### config.mk
export PLATFORM = sky130hd
export DESIGN_NAME = async_req_arbiter
export DESIGN_NICKNAME = d
export VERILOG_FILES = /design/src/rtl/async_req_arbiter_pkg.sv /design/src/rtl/sync.sv /design/src/rtl/async_req_arbiter.sv
export SDC_FILE = /design/constraint.sdc
export NUM_CORES = 1
export LEC_CHECK = 0
export BUFFER_PORTS_ARGS = -buffer_cell sky130_fd_sc_hd__buf_4
export CAP_MARGIN = 20
export CORE_MARGIN = 2
export CORE_UTILIZATION = 51
export DETAILED_ROUTE_END_ITERATION = 12
export PLACE_DENSITY = 0.74
export SKIP_LAST_GASP = 1
export SLEW_MARGIN = 20
export SYNTH_ARGS = -nofsm -noshare
export SYNTH_HDL_FRONTEND = slang
export SYNTH_SLANG_ARGS = --single-unit
### constraint.sdc
create_clock -name clk_i -period 1.6 [get_ports clk_i]
set_input_delay 0 -clock clk_i [delete_from_list [all_inputs] [get_ports clk_i]]
set_output_delay 0 -clock clk_i [all_outputs]
set_load 0.02 [all_outputs]
### src/rtl/async_req_arbiter_pkg.sv
// Shared types and helpers for the asynchronous request arbiter.
// rr_pick is written against a fixed maximum width so other round-robin
// blocks can reuse it by zero-extending their request vectors.
package async_req_arbiter_pkg;

  typedef enum logic [1:0] {
    IDLE    = 2'd0,
    GRANT   = 2'd1,
    RELEASE = 2'd2
  } state_e;

  localparam int RrMaxReq = 32;
  localparam int RrIdxW   = $clog2(RrMaxReq);

  typedef struct packed {
    logic              found;
    logic [RrIdxW-1:0] idx;
  } rr_pick_t;

  // First set bit of req[n-1:0] scanning ptr, ptr+1, ... modulo n.
  function automatic rr_pick_t rr_pick(input logic [RrMaxReq-1:0] req,
                                       input int unsigned          ptr,
                                       input int unsigned          n);
    rr_pick_t          res;
    logic [RrIdxW-1:0] cand;
    res = '0;
    for (int unsigned i = 0; i < RrMaxReq; i++) begin
      cand = RrIdxW'((ptr + i) % n);
      if (i < n && !res.found && req[cand]) begin
        res.found = 1'b1;
        res.idx   = cand;
      end
    end
    return res;
  endfunction

endpackage

### src/rtl/sync.sv
// Multi-flop level synchronizer with async active-low reset and a
// synchronous clear that returns the chain to ResetValue.
module sync #(
  parameter int   Stages     = 2,
  parameter logic ResetValue = 1'b0
) (
  input  logic clk_i,
  input  logic rst_ni,
  input  logic clr_i,
  input  logic d_i,
  output logic q_o
);

  logic [Stages-1:0] chain_q;
  logic [Stages-1:0] chain_d;

  // Shift the asynchronous input one stage deeper each clock.
  always_comb begin
    chain_d = {chain_q[Stages-2:0], d_i};
  end

  // Chain register; clr_i lets a synchronous block reset flush stale levels.
  always_ff @(posedge clk_i or negedge rst_ni) begin
    if (!rst_ni) begin
      chain_q <= {Stages{ResetValue}};
    end else if (clr_i) begin
      chain_q <= {Stages{ResetValue}};
    end else begin
      chain_q <= chain_d;
    end
  end

  assign q_o = chain_q[Stages-1];

endmodule

### src/rtl/async_req_arbiter.sv
// Round-robin arbiter for asynchronous 4-phase req/ack requesters.
// Each req bit is synchronized; the FSM grants one synchronized requester,
// holds ack until its req drops, then idles GuardCycles before regranting.
module async_req_arbiter import async_req_arbiter_pkg::*; #(
  parameter int NumReq      = 4,
  parameter int SyncStages  = 2,
  parameter int GuardCycles = 1
) (
  input  logic                      clk_i,
  input  logic                      rst_i,
  input  logic [NumReq-1:0]         req_i,
  output logic [NumReq-1:0]         ack_o,
  output logic                      gnt_valid_o,
  output logic [$clog2(NumReq)-1:0] gnt_idx_o,
  output logic                      busy_o
);

  localparam int IdxW   = $clog2(NumReq);
  localparam int GuardW = (GuardCycles > 1) ? $clog2(GuardCycles) : 1;

  logic [NumReq-1:0] req_s;

  state_e            state_q, state_d;
  logic [IdxW-1:0]   ptr_q, ptr_d;
  logic [GuardW-1:0] guard_q, guard_d;
  logic [NumReq-1:0] ack_q, ack_d;
  logic              gnt_valid_q, gnt_valid_d;
  logic [IdxW-1:0]   gnt_idx_q, gnt_idx_d;

  rr_pick_t          pick;
  logic [IdxW-1:0]   pick_idx;

  // One synchronizer per requester; block reset flushes the chains.
  for (genvar i = 0; i < NumReq; i++) begin : g_sync
    sync #(
      .Stages    (SyncStages),
      .ResetValue(1'b0)
    ) u_sync (
      .clk_i (clk_i),
      .rst_ni(1'b1),
      .clr_i (rst_i),
      .d_i   (req_i[i]),
      .q_o   (req_s[i])
    );
  end

  // Round-robin candidate among synchronized requests.
  always_comb begin
    pick = rr_pick(RrMaxReq'(req_s), 32'(ptr_q), 32'(NumReq));
  end

  assign pick_idx = IdxW'(pick.idx);

  // Next-state logic: grant from IDLE, hold in GRANT, cool down in RELEASE.
  always_comb begin
    state_d     = state_q;
    ptr_d       = ptr_q;
    guard_d     = guard_q;
    ack_d       = ack_q;
    gnt_valid_d = gnt_valid_q;
    gnt_idx_d   = gnt_idx_q;
    unique case (state_q)
      IDLE: begin
        if (pick.found) begin
          state_d         = GRANT;
          ack_d           = '0;
          ack_d[pick_idx] = 1'b1;
          gnt_valid_d     = 1'b1;
          gnt_idx_d       = pick_idx;
        end
      end
      GRANT: begin
        // Only the owner's level matters; other requests wait.
        if (!req_s[gnt_idx_q]) begin
          state_d     = RELEASE;
          ack_d       = '0;
          gnt_valid_d = 1'b0;
          gnt_idx_d   = '0;
          ptr_d       = (gnt_idx_q == IdxW'(NumReq - 1)) ? '0 : gnt_idx_q + IdxW'(1);
          guard_d     = GuardW'(GuardCycles - 1);
        end
      end
      RELEASE: begin
        if (guard_q == '0) begin
          state_d = IDLE;
        end else begin
          guard_d = guard_q - GuardW'(1);
        end
      end
      default: begin
        state_d     = IDLE;
        ack_d       = '0;
        gnt_valid_d = 1'b0;
        gnt_idx_d   = '0;
      end
    endcase
  end

  // State and output registers; reset drops ack even mid-transaction.
  always_ff @(posedge clk_i) begin
    if (rst_i) begin
      state_q     <= IDLE;
      ptr_q       <= '0;
      guard_q     <= '0;
      ack_q       <= '0;
      gnt_valid_q <= 1'b0;
      gnt_idx_q   <= '0;
    end else begin
      state_q     <= state_d;
      ptr_q       <= ptr_d;
      guard_q     <= guard_d;
      ack_q       <= ack_d;
      gnt_valid_q <= gnt_valid_d;
      gnt_idx_q   <= gnt_idx_d;
    end
  end

  assign ack_o       = ack_q;
  assign gnt_valid_o = gnt_valid_q;
  assign gnt_idx_o   = gnt_idx_q;
  assign busy_o      = (state_q != IDLE);

endmodule
# Word-level counts from Yosys, hierarchy flattened
# Index checks and enable logic that the tools add are counted.
# totals
wordCells	76
register_bits	20
output_inout_bits	8
in_bits	6
# op_classes
n_mux	32
bitwise_logic	2
magnitude_cmp	7
add_sub_neg	5
reduce_logical	14
n_eq_ne	6
# ops
op	count
2-bit by 6-bit < comparator with 1-bit output (second input constant)	4
6-bit 2-to-1 mux	4
2-bit 2-to-1 mux	6
2-bit one-hot mux with 3 select lines	2
4-bit one-hot mux with 3 select lines	1
1-bit binary-select mux with 2-bit select	5
1-bit 2-to-1 mux	9
4-bit 2-to-1 mux	2
2-bit by 3-bit < comparator with 1-bit output (second input constant)	2
2-bit != test (second input constant)	3
3-bit AND reduction	2
2-bit by 1-bit adder with 2-bit output (second input constant)	2
2-bit adder (second input constant)	2
2-bit equality test (second input constant)	2
1-bit logical AND	4
2-bit AND reduction	2
2-bit nonzero test	2
1-bit logical NOT	3
1-bit one-hot mux with 3 select lines	1
1-bit demux with 2-bit select	1
2-bit by 1-bit equality test with 1-bit output (second input constant)	1
2-bit by 1-bit >= comparator with 1-bit output (second input constant)	1
2-bit logical NOT	1
1-bit inverter	2
other kinds (2)	2

# Longest topological paths before layout
# Gate-level depths: netlist of the first run.
# logic_depth
ltp_word	18
depth_mapped	5
mapped_depth_nobuf	4

# Modules after synthesis
# Synthesis of the first run repeated with hierarchy kept, for this count alone.
# unflattened
hier_cells	76
area_unflattened_um2	834.6
# modules_own_cells
mod	area_per_inst_um2	seq_area_each_um2	instances	cells_per_inst
async_req_arbiter	584.3	220.2	1	60
sync	62.6	50.0	4	4

# Least setup slack after synthesis of the first run
# OpenSTA, ideal clock, no wires.
# synth_path
path_type	register to register
start	reg gnt_idx_q[1], in the netlist gnt_idx_o[1]
end	reg ptr_q[1]
setup_time_ns	0.128
path_stages_with_launch	5
slack_ns	-0.077
required_ns	1.472
synth_period_minus_slack_ns	1.677
path_buffers	0
arrival_time_ns	1.550
path_cell_list	dfxtp_1 -> mux4_2 -> nor3b_4 -> mux2i_1 -> nor2_1
# synth_between
elab_chain_cells	4
elab_cells_between_ends	7
cone_classes	1 x add/sub; 1 x eq/ne; 3 x mux; 1 x bitwise; 1 x reduce/logical
# synth_rtl
element	line_no	text
start, declared	async_req_arbiter.sv:28	logic [IdxW-1:0] gnt_idx_q, gnt_idx_d;
start signal, assigned	async_req_arbiter.sv:114	gnt_idx_q <= gnt_idx_d;
1-bit binary-select mux with 2-bit select	async_req_arbiter.sv:74	if (!req_s[gnt_idx_q]) begin
1-bit 2-to-1 mux (not written as such)	async_req_arbiter.sv:74	
1-bit inverter (no source line)	--	
2-bit AND reduction (no source line)	--	
end signal, assigned	async_req_arbiter.sv:110	ptr_q <= ptr_d;
end, declared	async_req_arbiter.sv:24	logic [IdxW-1:0] ptr_q, ptr_d;
# Parallel ways exist; a longest one is shown, timed or not. The select of a mux whose other input is x is not followed.
# A chain may end at the register's enable or synchronous reset.

# Final worst setup path of the first run
# Same ends and word-level chain as after synthesis.

==> impl_metrics.py, run 1 <==
metrics = {
    "pwr": {
        "vdd_drop_max_mv": 0.530,
        "seqPwrFrac": 0.557,
        "p_leak_nw": 0.425,
        "combPwrFrac": 0.202,
        "p_total_mw": 0.954,
        "cellPowerDensity_mw_per_mm2": 927,
        "switching_share": 0.260,
        "p_clk_frac": 0.241,
        "p_int_mw": 0.706,
        "p_sw_mw": 0.249,
    },
    "final_layout": {
        "final_nets": 108,
        "n_antenna_cell": 0,
        "fillers": 101,
        "final_layout_size_suffix_gt1_frac": 0.280,
        "areaGrowthSynthToFinish_pct": 36.0,
    },
    "critical_path": {
        "critPathKind": "reg2reg",
        "reg2regPathDepth": 4,
        "start_kind": "flop",
        "r2r_start": "gnt_idx_o[1]",
        "startpoint": "gnt_idx_o[1]",
        "cp.required_ps": 1790,
        "end_kind": "flop",
        "critPathMaxFanout": 4,
        "r2r_setup_slack_ps": 90,
        "rr_endpoint": "ptr_q[1]",
        "arrival_ps": 1700,
        "crit_end": "ptr_q[1]",
    },
    "synthesis": {
        "synth_edf_count": 0,
        "yosysTopAreaCellShare": 0.502,
        "synth_seq_cells": 19,
        "ys_seq_area_frac": 0.502,
        "syn_inst": 70,
        "netlist_area_um2": 757,
        "synth_cell_types": 28,
        "syn_nets": 77,
        "yosysWarnings": 0,
        "yosys-top-cells-count": "19 x dfxtp_1, 9 x nor2b_1, 4 x a21oi_1, 4 x a32o_1, 3 x nor2_1",
        "synthTopCellsByArea": "dfxtp_1 50%, nor2b_1 7.4%, a32o_1 5.3%",
        "ys.flop_type": "dfxtp_1",
        "synth-async-reset-ratio": 0,
        "syn_avg_cell_area_um2": 10.8,
        "synth_top_cell_by_area": "dfxtp_1",
        "synth.most_common_cell": "dfxtp_1",
    },
    "global_route": {
        "gr-total-overflow": 0,
        "antenna_found_initial": 0,
        "grt_pass1_vias": 601,
        "grt_use_total": 0.178,
        "grt_max_degree": 17,
        "grt_pass1_wl_mm": 2.44,
    },
    "routing": {
        "post-route-drc-count": 0,
        "dr.pass1.iters": 4,
        "vias_per_cell": 5.65,
        "postRouteAntennaNets": 0,
        "wl_mm": 1.47,
        "drt_iter0_markers": 21,
        "vias": 650,
        "wire_per_inst_um": 12.8,
    },
    "run_status": {
        "status": "finished, final reports clean",
    },
    "clocking": {
        "cts_buffer_depth": 2,
        "h-tree-depth": 1,
        "cts_tree": "built",
        "cts_root_buffer": "clkbuf_4",
        "worstSkewPairLatency_ps": 290,
        "cts_sinks": 19,
        "cts_buffers": 3,
        "path_clk_slew_ps": 100,
    },
    "timing": {
        "clock_skew_ps": 3.93,
        "fin_crit_ps": 1510,
        "rsz0062_at_grt": "false",
        "finalHoldViolCount": 0,
        "setup_violations": 0,
        "worst_pin_slew_ps": 286,
        "relSlewSlack": 0.809,
        "final_max_slew_viol_count": 0,
        "fmax_mhz": 661,
        "timing.setup.tns_ps": 0,
        "period_share": 0.946,
    },
    "floorplanning": {
        "start_util": 0.561,
        "dieWidth_um": 42.5,
        "die_h_um": 42.5,
        "core_area_mm2": 0.00135,
        "rows": 13,
        "die_area_mm2": 0.00181,
        "ios": 14,
    },
    "place": {
        "port_buffers": 13,
        "dpl.hpwl_mm": 1.05,
        "routabilityCongestion": 0.767,
    },
    "min_path": {
        "hold_class": "reg2reg",
        "hp-start": "g_sync[3].u_sync.chain_q[0]",
    },
    "job": {
        "maxCapViolCount": 0,
    },
}
==> cell families after synthesis <==
family,Yosys count,share of synthesized area
AO/OA/AOI/OAI,20,0.210
multiplexers,3,0.0562
adder cells (fa/ha/maj),1,0.0165
buffers and inverters,3,0.0165
flip-flops,19,0.502
AND/OR/NAND/NOR,24,0.198
==> flip-flops by register name, indices dropped and copies added, names as in the netlist <==
| signal | cells |
|---|---|
| gnt_valid_o | 1 |
| gnt_idx_o | 2 |
| ptr_q | 2 |
| state_q | 2 |
| ack_o | 4 |
| g_sync.u_sync.chain_q | 8 |
==> what timing repair did <==
action,in CTS,in global routing
endpoints found under the hold margin,11,0
setup endpoints to repair,0,1
gates resized for setup,0,1
setup buffers,0,2
hold buffers,9,0
==> power by group through the flow <==
stage / clock network, mW / logic [mW] / registers [mW]
5_1_grt: 0.253 / 0.209 / 0.537
2_1_floorplan: 0 / 0.0946 / 0.552
4_1_cts: 0.242 / 0.189 / 0.533
3_3_place_gp: 0 / 0.169 / 0.543
3_5_place_dp: 0 / 0.171 / 0.544
6_report: 0.230 / 0.193 / 0.532
==> worst max-delay path, stage by stage (launching register included) <==
cell,delay [ps]
dfxtp_4,380
mux4_2,550
nor3b_4,230
mux2i_1,200
nor2_1,60
==> layout by cell type, fill, tap and decap left out, drive strengths merged, types with 2 or more instances in the layout <==
| cell type | synthesis | routed |
|---|---|---|
| buf | 0 | 19 |
| dfxtp | 19 | 19 |
| nor2b | 9 | 9 |
| dlygate4sd3 | 0 | 9 |
| a21oi | 5 | 5 |
| a32o | 4 | 4 |
| clkbuf | 2 | 4 |
| nor2 | 3 | 3 |
| mux2i | 2 | 2 |
| nor3 | 2 | 2 |
| nand2 | 2 | 2 |
| nor4 | 2 | 2 |
| nand2b | 2 | 2 |
| o21bai | 2 | 2 |
| nand3b | 2 | 2 |
| a22o | 2 | 2 |
==> through the flow <==
stage | hold slack [ps] | cells | utilization | cell area (um^2) | setup WS, ps
after global routing | 466 | 115 | 0.763 | 1030 | 4.96
after detailed placement | 219 | 100 | 0.664 | 896 | 99.9
after CTS | 457 | 113 | 0.750 | 1010 | 82.5
final | 451 | 115 | 0.763 | 1030 | 86.3
after floorplan | 71.6 | 70 | - | 758 | 25.9
after global placement | 211 | 100 | 0.664 | 896 | 104
==> how the worst min path moves through the flow <==
stage                                       end  slack [ps]  cells after the start
CTS                 g_sync[3].u_sync.chain_q[1]         460                      1
global placement    g_sync[0].u_sync.chain_q[0]         210                      2
finish              g_sync[3].u_sync.chain_q[1]         450                      1
global route        g_sync[1].u_sync.chain_q[1]         470                      1
detailed placement  g_sync[0].u_sync.chain_q[0]         220                      2
floorplan           g_sync[0].u_sync.chain_q[1]          70                      1
==> final cells by class <==
| cell class | instances | area [um^2] | share of cell area |
|---|---|---|---|
| clock buffers | 4 | 26.3 | 0.0255 |
| flip-flops and latches | 19 | 384 | 0.373 |
| repair buffers | 28 | 233 | 0.226 |
| inverters | 1 | 3.75 | 0.00365 |
| well taps | 15 | 18.8 | 0.0182 |
| multi-input cells | 48 | 364 | 0.354 |
==> layer usage <==
| metal | GRT usage | share of wire | up-vias |
|---|---|---|---|
| met4 | 0.0938 | 0.017 | 0 |
| met5 | 0 | 0 | - |
| li1 | - | - | 322 |
| met3 | 0.0259 | 0.035 | 4 |
| met1 | 0.206 | 0.45 | 306 |
| met2 | 0.311 | 0.50 | 18 |
Note: power is estimated with default switching activity, not from simulation.
==> run 2: changes to the inputs <==
--- a/config.mk
+++ b/config.mk
@@ -10,7 +10,7 @@
 export CORE_MARGIN = 2
 export CORE_UTILIZATION = 51
 export DETAILED_ROUTE_END_ITERATION = 12
-export PLACE_DENSITY = 0.74
+export PLACE_DENSITY = 0.72
 export SKIP_LAST_GASP = 1
 export SLEW_MARGIN = 20
 export SYNTH_ARGS = -nofsm -noshare
==> run 2 against run 1 <==
  * Critical path depth is the same
  * Sequential share of layout area grew 0.12 points
  * Setup slack lost 14 ps
  * Clock-buffer cell count shrank 1
  * Via count shrank 0.77%
  * Fmax shrank 0.95%
  * Total power grew 0.64%
  * Non-clock buffer count shrank 2
  * Worst hold slack lost 4.3 ps
  * First-iteration DRC count shrank 38%
  * Critical path type unchanged
  * Largest power group unchanged
==> impl_metrics.py, run 2 (synthesis results as in run 1) <==
metrics = {
    "pwr": {
        "vdd_drop_max_mv": 0.700,
        "p_leak_nw": 0.419,
        "cellPowerDensity_mw_per_mm2": 942,
    },
    "job": {
        "maxCapViolCount": 0,
    },
    "final_layout": {
        "n_antenna_cell": 0,
        "final_common_cell": "dfxtp_1",
        "largest_register_ffs": 8,
        "final_nets": 106,
        "regMostFlops": "g_sync.u_sync.chain_q",
        "utilization": 0.755,
        "final_layout_size_suffix_gt1_frac": 0.286,
        "final_cell_mix": "18 x dfxtp_1, 17 x buf_4, 9 x nor2b_1, 9 x dlygate4sd3_1",
        "areaGrowthSynthToFinish_pct": 34.7,
    },
    "min_path": {
        "min_path_cells": 1,
        "hold_class": "reg2reg",
        "hp-start": "g_sync[0].u_sync.chain_q[0]",
        "min_to": "g_sync[0].u_sync.chain_q[1]",
    },
    "floorplanning": {
        "start_util": 0.561,
        "ios": 14,
        "dieWidth_um": 42.5,
        "rows": 13,
        "core_area_mm2": 0.00135,
        "die_h_um": 42.5,
        "die_area_mm2": 0.00181,
    },
    "global_route": {
        "antenna_found_initial": 0,
        "grt_pass1_wl_mm": 2.75,
        "gr-total-overflow": 0,
        "grt_pass1_vias": 626,
        "grt_max_degree": 17,
        "grt_use_total": 0.204,
    },
    "critical_path": {
        "cp.required_ps": 1790,
        "end_kind": "flop",
        "critPathMaxFanout": 4,
        "r2r_setup_slack_ps": 70,
        "rr_endpoint": "ptr_q[1]",
        "max_stage_delay_ps": 570,
        "cp_cell_sequence": "mux4_2 -> nor3b_4 -> mux2i_1 -> nor2_1",
        "reg2regPathDepth": 4,
        "arrival_ps": 1720,
        "start_kind": "flop",
        "crit_slowest_cell": "mux4_2",
        "r2r_start": "gnt_idx_o[1]",
        "critPathKind": "reg2reg",
    },
    "place": {
        "port_buffers": 13,
        "dpl.hpwl_mm": 1.07,
        "routabilityCongestion": 0.777,
    },
    "clocking": {
        "h-tree-depth": 1,
        "path_clk_slew_ps": 110,
        "cts_tree": "built",
        "worstSkewPairLatency_ps": 290,
        "cts_sinks": 19,
        "cts_buffer_depth": 2,
        "cts_buffers": 3,
        "cts_root_buffer": "clkbuf_4",
    },
    "timing": {
        "period_share": 0.955,
        "relSlewSlack": 0.805,
        "worst_pin_slew_ps": 292,
        "rsz0062_at_grt": "false",
        "finalHoldViolCount": 0,
        "timing.setup.tns_ps": 0,
        "setup_violations": 0,
        "fmax_mhz": 654,
        "final_max_slew_viol_count": 0,
        "clock_skew_ps": 2.74,
        "fin_crit_ps": 1530,
    },
    "routing": {
        "postRouteAntennaNets": 0,
        "vias": 645,
        "wl_mm": 1.70,
        "wire_per_inst_um": 15.1,
        "dr.pass1.iters": 4,
        "post-route-drc-count": 0,
        "drt_iter0_markers": 13,
        "vias_per_cell": 5.71,
    },
    "run_status": {
        "status": "finished, final reports clean",
    },
}
## run 2: changes by cell type in the layout (fill, tap and decap cells not counted), sizes merged
cell and delta:
buf -2, clkbuf -1, clkinv +1
## run 2: report_power, final
part / switching [mW] / internal (mW)
Sequential: 0.0316 / 0.503
Clock: 0.141 / 0.0928
Combinational: 0.0873 / 0.104
Total: 0.260 / 0.700
## run 2: timing repair
action                                  in CTS  in global routing
hold buffers                                 9                  0
resized for setup                            0                  1
endpoints found under the setup margin       0                  6
buffers inserted                             0                  0
hold endpoints to repair                    10                  0
## run 2: metrics by stage
| step | hold WS [ps] | instance area, um^2 | setup slack, ps | instances | total power, mW |
|---|---|---|---|---|---|
| global placement | 209 | 896 | 96.6 | 100 | 0.712 |
| detailed placement | 218 | 896 | 76.7 | 100 | 0.716 |
| global route | 468 | 1020 | 11.1 | 113 | 1.01 |
| floorplan | 71.6 | 758 | 25.9 | 70 | 0.647 |
| finish | 447 | 1020 | 71.8 | 113 | 0.960 |
| CTS | 449 | 1010 | 57.0 | 113 | 0.965 |
## run 2: critical path, delay by kind of cell, from the launching register on
kind	cells	cell delay, ps
flops	1	380
simple gates	2	270
mux	2	770
## run 2: worst max path at each step
stage,depth (start not counted),to,start
2_1_floorplan,4,ptr_q[1],gnt_idx_o[1]
3_3_place_gp,6,gnt_idx_o[1],g_sync[3].u_sync.chain_q[1]
3_5_place_dp,4,gnt_idx_o[1],gnt_idx_o[1]
4_1_cts,6,gnt_idx_o[1],g_sync[3].u_sync.chain_q[1]
5_1_grt,4,ptr_q[1],gnt_idx_o[1]
6_report,4,ptr_q[1],gnt_idx_o[1]
## run 2: layout make-up
| type | instances | area (um^2) |
|---|---|---|
| Multi-Input combinational cell | 48 | 370 |
| Sequential cell | 19 | 382 |
| Timing Repair Buffer | 26 | 218 |
| Fill cell | 99 | 330 |
| Tap cell | 15 | 18.8 |
| Inverter | 1 | 3.75 |
| Clock buffer | 3 | 22.5 |
| Clock inverter | 1 | 5.00 |
## run 2: routing by layer
metal	routed length, um	track usage	up-vias
met1	743	0.242	312
met4	10	0.0563	0
met3	40	0.0259	2
met2	906	0.378	12
met5	0	0	-
li1	-	-	319
